==> src/rtl/mips_mc_pkg.sv <==
// Shared types and encodings for the multicycle MIPS controller:
// FSM state enum, opcodes, ALU codes and datapath mux encodings.
package mips_mc_pkg;

  typedef enum logic [3:0] {
    IDLE,
    FETCH,
    DECODE,
    MEMADR,
    MEMRD,
    MEMWB,
    MEMWR,
    EXEC,
    ALUWB,
    BEQ,
    ADDIEX,
    ADDIWB,
    JUMP,
    ERROR
  } mc_state_t;

  localparam logic [5:0] OP_R    = 6'h00;
  localparam logic [5:0] OP_J    = 6'h02;
  localparam logic [5:0] OP_BEQ  = 6'h04;
  localparam logic [5:0] OP_ADDI = 6'h08;
  localparam logic [5:0] OP_LW   = 6'h23;
  localparam logic [5:0] OP_SW   = 6'h2B;

  localparam logic [5:0] ALU_ADD = 6'h20;
  localparam logic [5:0] ALU_SUB = 6'h22;

  localparam logic [1:0] SRCB_REG     = 2'b00;
  localparam logic [1:0] SRCB_FOUR    = 2'b01;
  localparam logic [1:0] SRCB_IMM     = 2'b10;
  localparam logic [1:0] SRCB_IMM_SH2 = 2'b11;

  localparam logic [1:0] PC_ALU_RESULT = 2'b00;
  localparam logic [1:0] PC_ALU_OUT    = 2'b01;
  localparam logic [1:0] PC_JUMP       = 2'b10;

  // States that hold mem_req and therefore wait on mem_ready.
  function automatic logic is_mem_state(input mc_state_t s);
    return (s == FETCH) || (s == MEMRD) || (s == MEMWR);
  endfunction

endpackage

==> src/rtl/mips_multicycle_ctrl_if.sv <==
// Controller <-> datapath/memory signal bundle. master = controller side,
// slave = datapath/memory side. Counters are only live with MC_PERF_CNT_EN.
// Memory handshake: mem_req is held high (with IorD/MemWrite stable) until a
// cycle in which mem_ready=1; that cycle completes the access. A req dropped
// without ready (reset) is an abandoned access and must be ignored.
interface mips_multicycle_ctrl_if #(parameter int CNT_W = 32);
  logic [5:0]       Op;
  logic [5:0]       Funct;
  logic             Zero;
  logic             mem_ready;
  logic             mem_req;
  logic             IorD;
  logic             MemWrite;
  logic             IRWrite;
  logic             PCWrite;
  logic             Branch;
  logic [1:0]       PCSrc;
  logic             ALUSrcA;
  logic [1:0]       ALUSrcB;
  logic [5:0]       ALUControl;
  logic             RegDst;
  logic             MemtoReg;
  logic             RegWrite;
  logic             illegal;
  logic [CNT_W-1:0] instr_cnt;
  logic [CNT_W-1:0] cycle_cnt;

  modport master (
    input  Op, Funct, Zero, mem_ready,
    output mem_req, IorD, MemWrite, IRWrite, PCWrite, Branch, PCSrc,
           ALUSrcA, ALUSrcB, ALUControl, RegDst, MemtoReg, RegWrite,
           illegal, instr_cnt, cycle_cnt
  );

  modport slave (
    output Op, Funct, Zero, mem_ready,
    input  mem_req, IorD, MemWrite, IRWrite, PCWrite, Branch, PCSrc,
           ALUSrcA, ALUSrcB, ALUControl, RegDst, MemtoReg, RegWrite,
           illegal, instr_cnt, cycle_cnt
  );
endinterface

==> src/rtl/mc_mem_timeout.sv <==
// Memory wait counter shared by the three request states; flags a timeout
// when a request would go unanswered for MEM_TIMEOUT cycles.
module mc_mem_timeout #(
  parameter int MEM_TIMEOUT = 16
) (
  input  logic clk,
  input  logic rst_n,
  input  logic active,
  input  logic mem_ready,
  output logic timeout
);
  localparam int W = $clog2(MEM_TIMEOUT + 1);

  logic [W-1:0] wait_cnt;

  // Clearing on ready covers back-to-back request states (MEMWR -> FETCH).
  always_ff @(posedge clk or negedge rst_n) begin
    if (!rst_n) begin
      wait_cnt <= '0;
    end else if (!active || mem_ready) begin
      wait_cnt <= '0;
    end else begin
      wait_cnt <= wait_cnt + W'(1);
    end
  end

  // Ready in the final allowed cycle wins over the timeout.
  assign timeout = active && !mem_ready && (wait_cnt == W'(MEM_TIMEOUT - 1));
endmodule

==> src/rtl/mips_multicycle_ctrl.sv <==
// Moore controller for the multicycle MIPS datapath over a unified memory.
// Optional performance counters are enabled with `define MC_PERF_CNT_EN.
module mips_multicycle_ctrl
  import mips_mc_pkg::*;
#(
  parameter int MEM_TIMEOUT = 16,
  parameter int CNT_W       = 32
) (
  input  logic                  CLK,
  input  logic                  RESET,
  mips_multicycle_ctrl_if.master bus,
  output mc_state_t             dbg_state
);

  mc_state_t state;
  mc_state_t next_state;
  logic      mem_active;
  logic      timeout;

  assign mem_active = is_mem_state(state);
  assign dbg_state  = state;

  mc_mem_timeout #(.MEM_TIMEOUT(MEM_TIMEOUT)) u_mem_timeout (
    .clk       (CLK),
    .rst_n     (RESET),
    .active    (mem_active),
    .mem_ready (bus.mem_ready),
    .timeout   (timeout)
  );

  always_ff @(posedge CLK or negedge RESET) begin
    if (!RESET) state <= IDLE;
    else        state <= next_state;
  end

  always_comb begin
    next_state = state;
    case (state)
      IDLE:   next_state = FETCH;
      FETCH:  if (bus.mem_ready) next_state = DECODE;
              else if (timeout)  next_state = ERROR;
      DECODE: begin
        case (bus.Op)
          OP_LW, OP_SW: next_state = MEMADR;
          OP_R:         next_state = EXEC;
          OP_BEQ:       next_state = BEQ;
          OP_ADDI:      next_state = ADDIEX;
          OP_J:         next_state = JUMP;
          default:      next_state = ERROR;
        endcase
      end
      MEMADR: next_state = (bus.Op == OP_LW) ? MEMRD : MEMWR;
      MEMRD:  if (bus.mem_ready) next_state = MEMWB;
              else if (timeout)  next_state = ERROR;
      MEMWB:  next_state = FETCH;
      MEMWR:  if (bus.mem_ready) next_state = FETCH;
              else if (timeout)  next_state = ERROR;
      EXEC:   next_state = ALUWB;
      ALUWB:  next_state = FETCH;
      BEQ:    next_state = FETCH;
      ADDIEX: next_state = ADDIWB;
      ADDIWB: next_state = FETCH;
      JUMP:   next_state = FETCH;
      ERROR:  next_state = ERROR;
      default: next_state = ERROR;
    endcase
  end

  always_comb begin
    bus.mem_req    = 1'b0;
    bus.IorD       = 1'b0;
    bus.MemWrite   = 1'b0;
    bus.IRWrite    = 1'b0;
    bus.PCWrite    = 1'b0;
    bus.Branch     = 1'b0;
    bus.PCSrc      = PC_ALU_RESULT;
    bus.ALUSrcA    = 1'b0;
    bus.ALUSrcB    = SRCB_REG;
    bus.ALUControl = 6'h00;
    bus.RegDst     = 1'b0;
    bus.MemtoReg   = 1'b0;
    bus.RegWrite   = 1'b0;
    bus.illegal    = 1'b0;
    case (state)
      FETCH: begin
        bus.mem_req    = 1'b1;
        bus.ALUSrcB    = SRCB_FOUR;
        bus.ALUControl = ALU_ADD;
        // IR and PC+4 are only captured in the cycle the fetch completes.
        bus.IRWrite    = bus.mem_ready;
        bus.PCWrite    = bus.mem_ready;
      end
      DECODE: begin
        bus.ALUSrcB    = SRCB_IMM_SH2;
        bus.ALUControl = ALU_ADD;
      end
      MEMADR, ADDIEX: begin
        bus.ALUSrcA    = 1'b1;
        bus.ALUSrcB    = SRCB_IMM;
        bus.ALUControl = ALU_ADD;
      end
      MEMRD: begin
        bus.mem_req = 1'b1;
        bus.IorD    = 1'b1;
      end
      MEMWB: begin
        bus.RegWrite = 1'b1;
        bus.MemtoReg = 1'b1;
      end
      MEMWR: begin
        bus.mem_req  = 1'b1;
        bus.IorD     = 1'b1;
        bus.MemWrite = 1'b1;
      end
      EXEC: begin
        bus.ALUSrcA    = 1'b1;
        bus.ALUControl = bus.Funct;
      end
      ALUWB: begin
        bus.RegWrite = 1'b1;
        bus.RegDst   = 1'b1;
      end
      BEQ: begin
        bus.ALUSrcA    = 1'b1;
        bus.ALUControl = ALU_SUB;
        bus.Branch     = 1'b1;
        bus.PCSrc      = PC_ALU_OUT;
      end
      ADDIWB: bus.RegWrite = 1'b1;
      JUMP: begin
        bus.PCWrite = 1'b1;
        bus.PCSrc   = PC_JUMP;
      end
      ERROR: bus.illegal = 1'b1;
      default: ;
    endcase
  end

`ifdef MC_PERF_CNT_EN
  logic [CNT_W-1:0] instr_q;
  logic [CNT_W-1:0] cycle_q;

  // An instruction retires on every return to FETCH; IDLE -> FETCH is not one.
  always_ff @(posedge CLK or negedge RESET) begin
    if (!RESET) begin
      instr_q <= '0;
      cycle_q <= '0;
    end else if (state != ERROR) begin
      cycle_q <= cycle_q + CNT_W'(1);
      if (next_state == FETCH && state != FETCH && state != IDLE)
        instr_q <= instr_q + CNT_W'(1);
    end
  end

  assign bus.instr_cnt = instr_q;
  assign bus.cycle_cnt = cycle_q;
`else
  assign bus.instr_cnt = {CNT_W{1'b0}};
  assign bus.cycle_cnt = {CNT_W{1'b0}};
`endif

endmodule

==> src/flat_wrapper.sv <==
// flat-port wrapper written by rule: the top's interface ports become plain ports
module mips_multicycle_ctrl_flat import mips_mc_pkg::*;
#(
  parameter int MEM_TIMEOUT = 16,
  parameter int CNT_W       = 32
)
  (CLK, RESET, dbg_state, bus_Op, bus_Funct, bus_Zero, bus_mem_ready, bus_mem_req, bus_IorD, bus_MemWrite, bus_IRWrite, bus_PCWrite, bus_Branch, bus_PCSrc, bus_ALUSrcA, bus_ALUSrcB, bus_ALUControl, bus_RegDst, bus_MemtoReg, bus_RegWrite, bus_illegal, bus_instr_cnt, bus_cycle_cnt);
  mips_multicycle_ctrl_if #(.CNT_W(CNT_W)) bus_i ();
  input  logic CLK;
  input  logic RESET;
  output mc_state_t dbg_state;
  input wire logic [$bits(bus_i.Op)-1:0] bus_Op;
  input wire logic [$bits(bus_i.Funct)-1:0] bus_Funct;
  input wire logic [$bits(bus_i.Zero)-1:0] bus_Zero;
  input wire logic [$bits(bus_i.mem_ready)-1:0] bus_mem_ready;
  output wire logic [$bits(bus_i.mem_req)-1:0] bus_mem_req;
  output wire logic [$bits(bus_i.IorD)-1:0] bus_IorD;
  output wire logic [$bits(bus_i.MemWrite)-1:0] bus_MemWrite;
  output wire logic [$bits(bus_i.IRWrite)-1:0] bus_IRWrite;
  output wire logic [$bits(bus_i.PCWrite)-1:0] bus_PCWrite;
  output wire logic [$bits(bus_i.Branch)-1:0] bus_Branch;
  output wire logic [$bits(bus_i.PCSrc)-1:0] bus_PCSrc;
  output wire logic [$bits(bus_i.ALUSrcA)-1:0] bus_ALUSrcA;
  output wire logic [$bits(bus_i.ALUSrcB)-1:0] bus_ALUSrcB;
  output wire logic [$bits(bus_i.ALUControl)-1:0] bus_ALUControl;
  output wire logic [$bits(bus_i.RegDst)-1:0] bus_RegDst;
  output wire logic [$bits(bus_i.MemtoReg)-1:0] bus_MemtoReg;
  output wire logic [$bits(bus_i.RegWrite)-1:0] bus_RegWrite;
  output wire logic [$bits(bus_i.illegal)-1:0] bus_illegal;
  output wire logic [$bits(bus_i.instr_cnt)-1:0] bus_instr_cnt;
  output wire logic [$bits(bus_i.cycle_cnt)-1:0] bus_cycle_cnt;
  assign bus_i.Op = bus_Op;
  assign bus_i.Funct = bus_Funct;
  assign bus_i.Zero = bus_Zero;
  assign bus_i.mem_ready = bus_mem_ready;
  assign bus_mem_req = bus_i.mem_req;
  assign bus_IorD = bus_i.IorD;
  assign bus_MemWrite = bus_i.MemWrite;
  assign bus_IRWrite = bus_i.IRWrite;
  assign bus_PCWrite = bus_i.PCWrite;
  assign bus_Branch = bus_i.Branch;
  assign bus_PCSrc = bus_i.PCSrc;
  assign bus_ALUSrcA = bus_i.ALUSrcA;
  assign bus_ALUSrcB = bus_i.ALUSrcB;
  assign bus_ALUControl = bus_i.ALUControl;
  assign bus_RegDst = bus_i.RegDst;
  assign bus_MemtoReg = bus_i.MemtoReg;
  assign bus_RegWrite = bus_i.RegWrite;
  assign bus_illegal = bus_i.illegal;
  assign bus_instr_cnt = bus_i.instr_cnt;
  assign bus_cycle_cnt = bus_i.cycle_cnt;
  mips_multicycle_ctrl #(.MEM_TIMEOUT(MEM_TIMEOUT), .CNT_W(CNT_W)) u_core (.CLK(CLK), .RESET(RESET), .bus(bus_i), .dbg_state(dbg_state));
endmodule
==> config.mk <==
export PLATFORM = sky130hd
export DESIGN_NAME = mips_multicycle_ctrl_flat
export DESIGN_NICKNAME = d
export VERILOG_FILES = /design/src/rtl/mips_mc_pkg.sv /design/src/rtl/mips_multicycle_ctrl_if.sv /design/src/rtl/mc_mem_timeout.sv /design/src/rtl/mips_multicycle_ctrl.sv /design/src/flat_wrapper.sv
export SDC_FILE = /design/constraint.sdc
export NUM_CORES = 1
export LEC_CHECK = 0
export CORE_ASPECT_RATIO = 2
export CORE_MARGIN = 1
export CORE_UTILIZATION = 36
export DETAILED_ROUTE_END_ITERATION = 7
export HOLD_SLACK_MARGIN = 0.1
export PLACE_DENSITY = 0.88
export SYNTH_ARGS = -nofsm -noshare
export SYNTH_HDL_FRONTEND = slang
export SYNTH_SLANG_ARGS = --single-unit
==> constraint.sdc <==
create_clock -name CLK -period 2.5 [get_ports CLK]
set_clock_uncertainty 0.2 [all_clocks]
set_input_delay 0.375 -clock CLK [delete_from_list [all_inputs] [get_ports CLK]]
set_output_delay 0.375 -clock CLK [all_outputs]
set_load 0.05 [all_outputs]
After elaboration in Yosys (flattened, before gate mapping):

Index checks and enable logic that the tools add are counted.

* reductions and logical operators: 17
* add/sub/neg operators: 1
* equality and inequality tests: 19
* multiplexer cells: 22

Operators with widths (number)
* $pmux W4 S8: 1
* $eq A4 B4 Y1 const B: 6
* $pmux W4 S5: 1
* $pmux W6 S3: 1
* $eq A4 B3 Y1 const B: 4
* $mux W4: 4
* $eq A6 B6 Y1 const B: 2
* $mux W1: 10
* $eq A4 B2 Y1 const B: 2
* $reduce_or A4 Y1: 2
* $eq A6 B2 Y1 const B: 1
* $eq A6 B3 Y1 const B: 1
* $eq A6 B4 Y1 const B: 1
* $logic_not A6 Y1: 1
* $pmux W2 S3: 1
* $reduce_or A2 Y1: 3
* $reduce_or A3 Y1: 2
* $reduce_or A6 Y1: 1
* $add A5 B1 Y5 const B: 1
* $eq A5 B4 Y1 const B: 1
* $mux W5: 1
* $eq A4 B1 Y1 const B: 1
* $logic_not A4 Y1: 1
* $pmux W2 S2: 1
* 5 further kinds: 9

* bits in registers: 9
* input port bits: 16
* output and inout port bits: 89
* logic and storage cells: 61

Longest topological paths before layout:

Gate-level depths: netlist (run 1).

* depth in word-level cells: 8
* gate-level depth with buffers: 7
* mapped depth without buffers: 7

Modules after synthesis:

From an unflattened synthesis (run 1), not the netlist that was laid out.

* cells, all modules: 180
* area total of the unflattened synthesis: 1373.8 sq um

By module, submodules not included
* mips_multicycle_ctrl: seq. area each 100.1 sq um, area each 1138.6 sq um, instances 1, cells an instance 158
* mc_mem_timeout: seq. area each 125.1 sq um, area each 235.2 sq um, instances 1, cells an instance 22

Worst setup path after synthesis (run 1):

OpenSTA, ideal clock, no wires.

* path type: flip-flop to output port
* start point: reg u_core.state[0] (netlist: u_core.dbg_state[0])
* end point: out bus_ALUControl[1]
* required time: 1.925 ns
* path slack: -0.405 ns
* cell stages (with the launch flop): 4
* buffers on the path: 2
* arrival: 2.330 ns
* cells stage by stage: dfrtp_1 -> buf_2 -> clkbuf_1 -> a21boi_0

* cells in the longest elaborated chain, start to end: 3
* elaborated cells on any way between the ends: 8
* classes of those cells: eq/ne (6); mux (1); reduce/logical (1)

Ends and longest elaborated chain
* from (decl): RTL line mips_multicycle_ctrl.sv:15 `mc_state_t state;`
* from (signal assigned): RTL line mips_multicycle_ctrl.sv:33 `else state <= next_state;`
* $eq A4 B2 Y1, or another cell as far along: RTL line mips_multicycle_ctrl.sv:84 `case (state)`
* $reduce_or A4 Y1 (no line)
* $pmux W6 S3 (*): RTL line mips_multicycle_ctrl.sv:84
* to (decl): RTL line flat_wrapper.sv:25 `output wire logic [$bits(bus_i.ALUControl)-1:0] bus_ALUControl;`

Every way passes the cells marked *; elsewhere a longest branch is shown, timed or not.

Worst setup path after layout (run 1):

* start point: reg u_core.state[2] (netlist: u_core.dbg_state[2])
* end point: out dbg_state[2]

RTL lines
* to (decl): RTL line flat_wrapper.sv:11 `output mc_state_t dbg_state;`

No word-level cell between the ends.

==> results.toml, run 1 <==
[status]
status = "finished, violations left"
violations = "DRC"

[route]
vias = 1129
ant_nets = 0
wl_per_cell_um = 10.61
first_pass_iters = 7
initialDrtViolationCount = 34
drt_wl_total_um = 2589
drc_errors = 11
via_per_inst = 4.627

[critical_path]
cpPeakStageDelay_ps = 910
worst-path-stages = 1
cp-start-kind = "flop"
cp_top_family = "buffers and inverters"
worstPathCellList = "clkdlybuf4s50_1"
worstPathMaxFanout = 18
crit_arrival_ps = 1840
cp.buffers_inverters = 1
critical_path_class = "flop to output port"
ff2ff_path_depth = 3
crit_required_ps = 1920
crit_path_end_kind = "output port"
slowest_stage = "clkdlybuf4s50_1"

[pwr]
p_leak_nw = 0.7873
peakVddDrop_mv = 0.7426
power_w = 0.001966
clockPowerShare_pct = 8.5
p_per_area_nw_per_um2 = 1178
swShare_pct = 57.81
p_seq_share_pct = 15.5
p_switching_w = 0.001137
pwr-share-comb_pct = 76.0
p_int_w = 0.0008297

[die]
start_util_pct = 37.93
rows = 30
die_h_um = 86.37
io_pins = 105
die_area_um2 = 3816
die_w_um = 44.19
core_um2 = 3378

[cts]
cts.sinks = 9
insertion_delay_ps = 230
clockBufferDepth = 2
cts-root-buf = "clkbuf_8"
cts_setup_buffers = 0
htreeDepth = 1
ctsResizeCount = 0
path_clk_slew_ps = 40
numCtsBuffers = 3
ctsHoldBuffers = 0
cts_tree = "built"

[grt]
track_usage_pct = 13.93
grt-ovfl-total = 0
antenna_found_initial = 0
grt_pass1_wl_um = 4112
grt_max_degree = 21
grt_pass1_vias = 997

[placed_design]
place_hpwl_um = 2128
port_buffers = 39
place_congestion = 0.7788
placed_cells = 240

[logic_synthesis]
synth_top_area_share_pct = 38.67
ys_seq_elements = 9
syn_inst = 175
synth_cell_types = 38
yosys-top-cells-area = "buf_4, dfrtp_1, nor2_1"
yosysSeqAreaShare_pct = 17.58
async_flop_share_pct = 100.0
synth_edf_count = 0
ys.flop_type = "dfrtp_1"
syn_area_um2 = 1281
yosysWarningCount = 0
synth_top_area_cell = "buf_4"
syn_avg_cell_area_um2 = 7.321

[cells_and_area]
syn_to_final_growth_pct = 30.27
nNetsFinal = 231
layout_common_cells = "conb_1, nor2_1, buf_12"
instances_no_fill = 244
layout-drive-gt1-share_pct = 18.87
layout_commonest_cell = "conb_1"
antenna_cells = 0

[sta]
worstMarginPinSlew_ps = 587.3
post-route-period-util_pct = 96.58
timing.final.crit_period_ps = 2415
hold_viol_final = 0
slew_viol_final = 0
slew-limit-headroom_pct = 60.85
setup_viol = 0
max_freq_mhz = 414.2
rsz0062_at_grt = "false"

[worst_hold_path]
hold_path_class = "input pin to async pin"

[job]
cap_violations = 0
## kinds of logic after synthesis
group	Yosys count	synth area share (%)
other	1	0.2927
XOR/XNOR	4	2.735
AO/OA/AOI/OAI	22	11.52
flip-flops	9	17.58
AND/OR/NAND/NOR	62	24.51
adder cells (fa/ha/maj)	2	1.953
buffers and inverters	75	41.41
## sequential cells by signal, summed over array words and instances (netlist names)
register and cells:
u_core.dbg_state 4, u_core.u_mem_timeout.wait_cnt 5
## cell usage after synthesis, drive strengths merged, types with 2 or more instances
cell type / instances
o21ai: 6
o2111ai: 2
ha: 2
o22ai: 2
and3: 2
nand2b: 4
xnor2: 3
or2: 2
inv: 5
clkbuf: 3
dfrtp: 9
nand3: 5
and2: 7
nand2: 13
a21oi: 4
nor3: 6
a211oi: 2
nor2: 19
buf: 67
## final timing paths
kind                                                            start                                         end  slack, ps
max in group asynchronous                                       RESET               u_core.dbg_state[3]$_DFF_PN0_       1560
min in group CLK           u_core.u_mem_timeout.wait_cnt[0]$_DFF_PN0_  u_core.u_mem_timeout.wait_cnt[0]$_DFF_PN0_        290
max                                     u_core.dbg_state[2]$_DFF_PN0_                                dbg_state[2]         90
min reg2reg                u_core.u_mem_timeout.wait_cnt[0]$_DFF_PN0_  u_core.u_mem_timeout.wait_cnt[0]$_DFF_PN0_        290
min                                                             RESET  u_core.u_mem_timeout.wait_cnt[2]$_DFF_PN0_        240
max reg2reg                             u_core.dbg_state[2]$_DFF_PN0_               u_core.dbg_state[1]$_DFF_PN0_        560
## per-layer routing
metal / wire (um) / up-vias / share of wire, % / track usage (%)
met3: 309 / 9 / 12 / 2.292
met5: 0 / - / 0 / 0
met1: 691 / 504 / 27 / 12.84
li1: - / 523 / - / -
met2: 1517 / 93 / 59 / 26.60
met4: 70 / 0 / 2.7 / 7.989
## power groups by stage
stage | clock, W | combinational [W] | sequential [W]
after floorplan | 0 | 0.00102 | 0.000305
after global placement | 0 | 0.00149 | 0.000297
after detailed placement | 0 | 0.00150 | 0.000303
after CTS | 0.000173 | 0.00150 | 0.000300
after global routing | 0.000184 | 0.00157 | 0.000318
final | 0.000167 | 0.00149 | 0.000305
## layout make-up
cell class                 instances  area [um^2]
sequential                         9        226.5
fill                             329         1709
clock buffer                       4        45.04
inverter                           5        18.77
tap                               32        40.04
multi-input combinational        154        785.8
timing repair buffer              40        553.0
## stage by stage
stage                     hold slack (ps)  setup slack (ps)  cell area (um^2)  util, %  setup TNS, ps
after floorplan                    -120.6            -291.6              1541        -          -1111
after global placement              245.7             356.3              1623    48.04              0
after detailed placement            264.4             335.7              1623    48.04              0
after CTS                           245.7             85.46              1668    49.37              0
after global routing                253.0             3.179              1669    49.41              0
final                               237.5             85.46              1669    49.41              0
Power figures use the tool's default switching activity.
==> run 2: changes to the inputs <==
--- a/config.mk
+++ b/config.mk
@@ -5,6 +5,7 @@
 export SDC_FILE = /design/constraint.sdc
 export NUM_CORES = 1
 export LEC_CHECK = 0
+export ABC_CLOCK_PERIOD_IN_PS = 2500
 export CORE_ASPECT_RATIO = 2
 export CORE_MARGIN = 1
 export CORE_UTILIZATION = 36
==> results of run 2 <==
The final DEF is identical to that of run 1; final timing and power are the same.
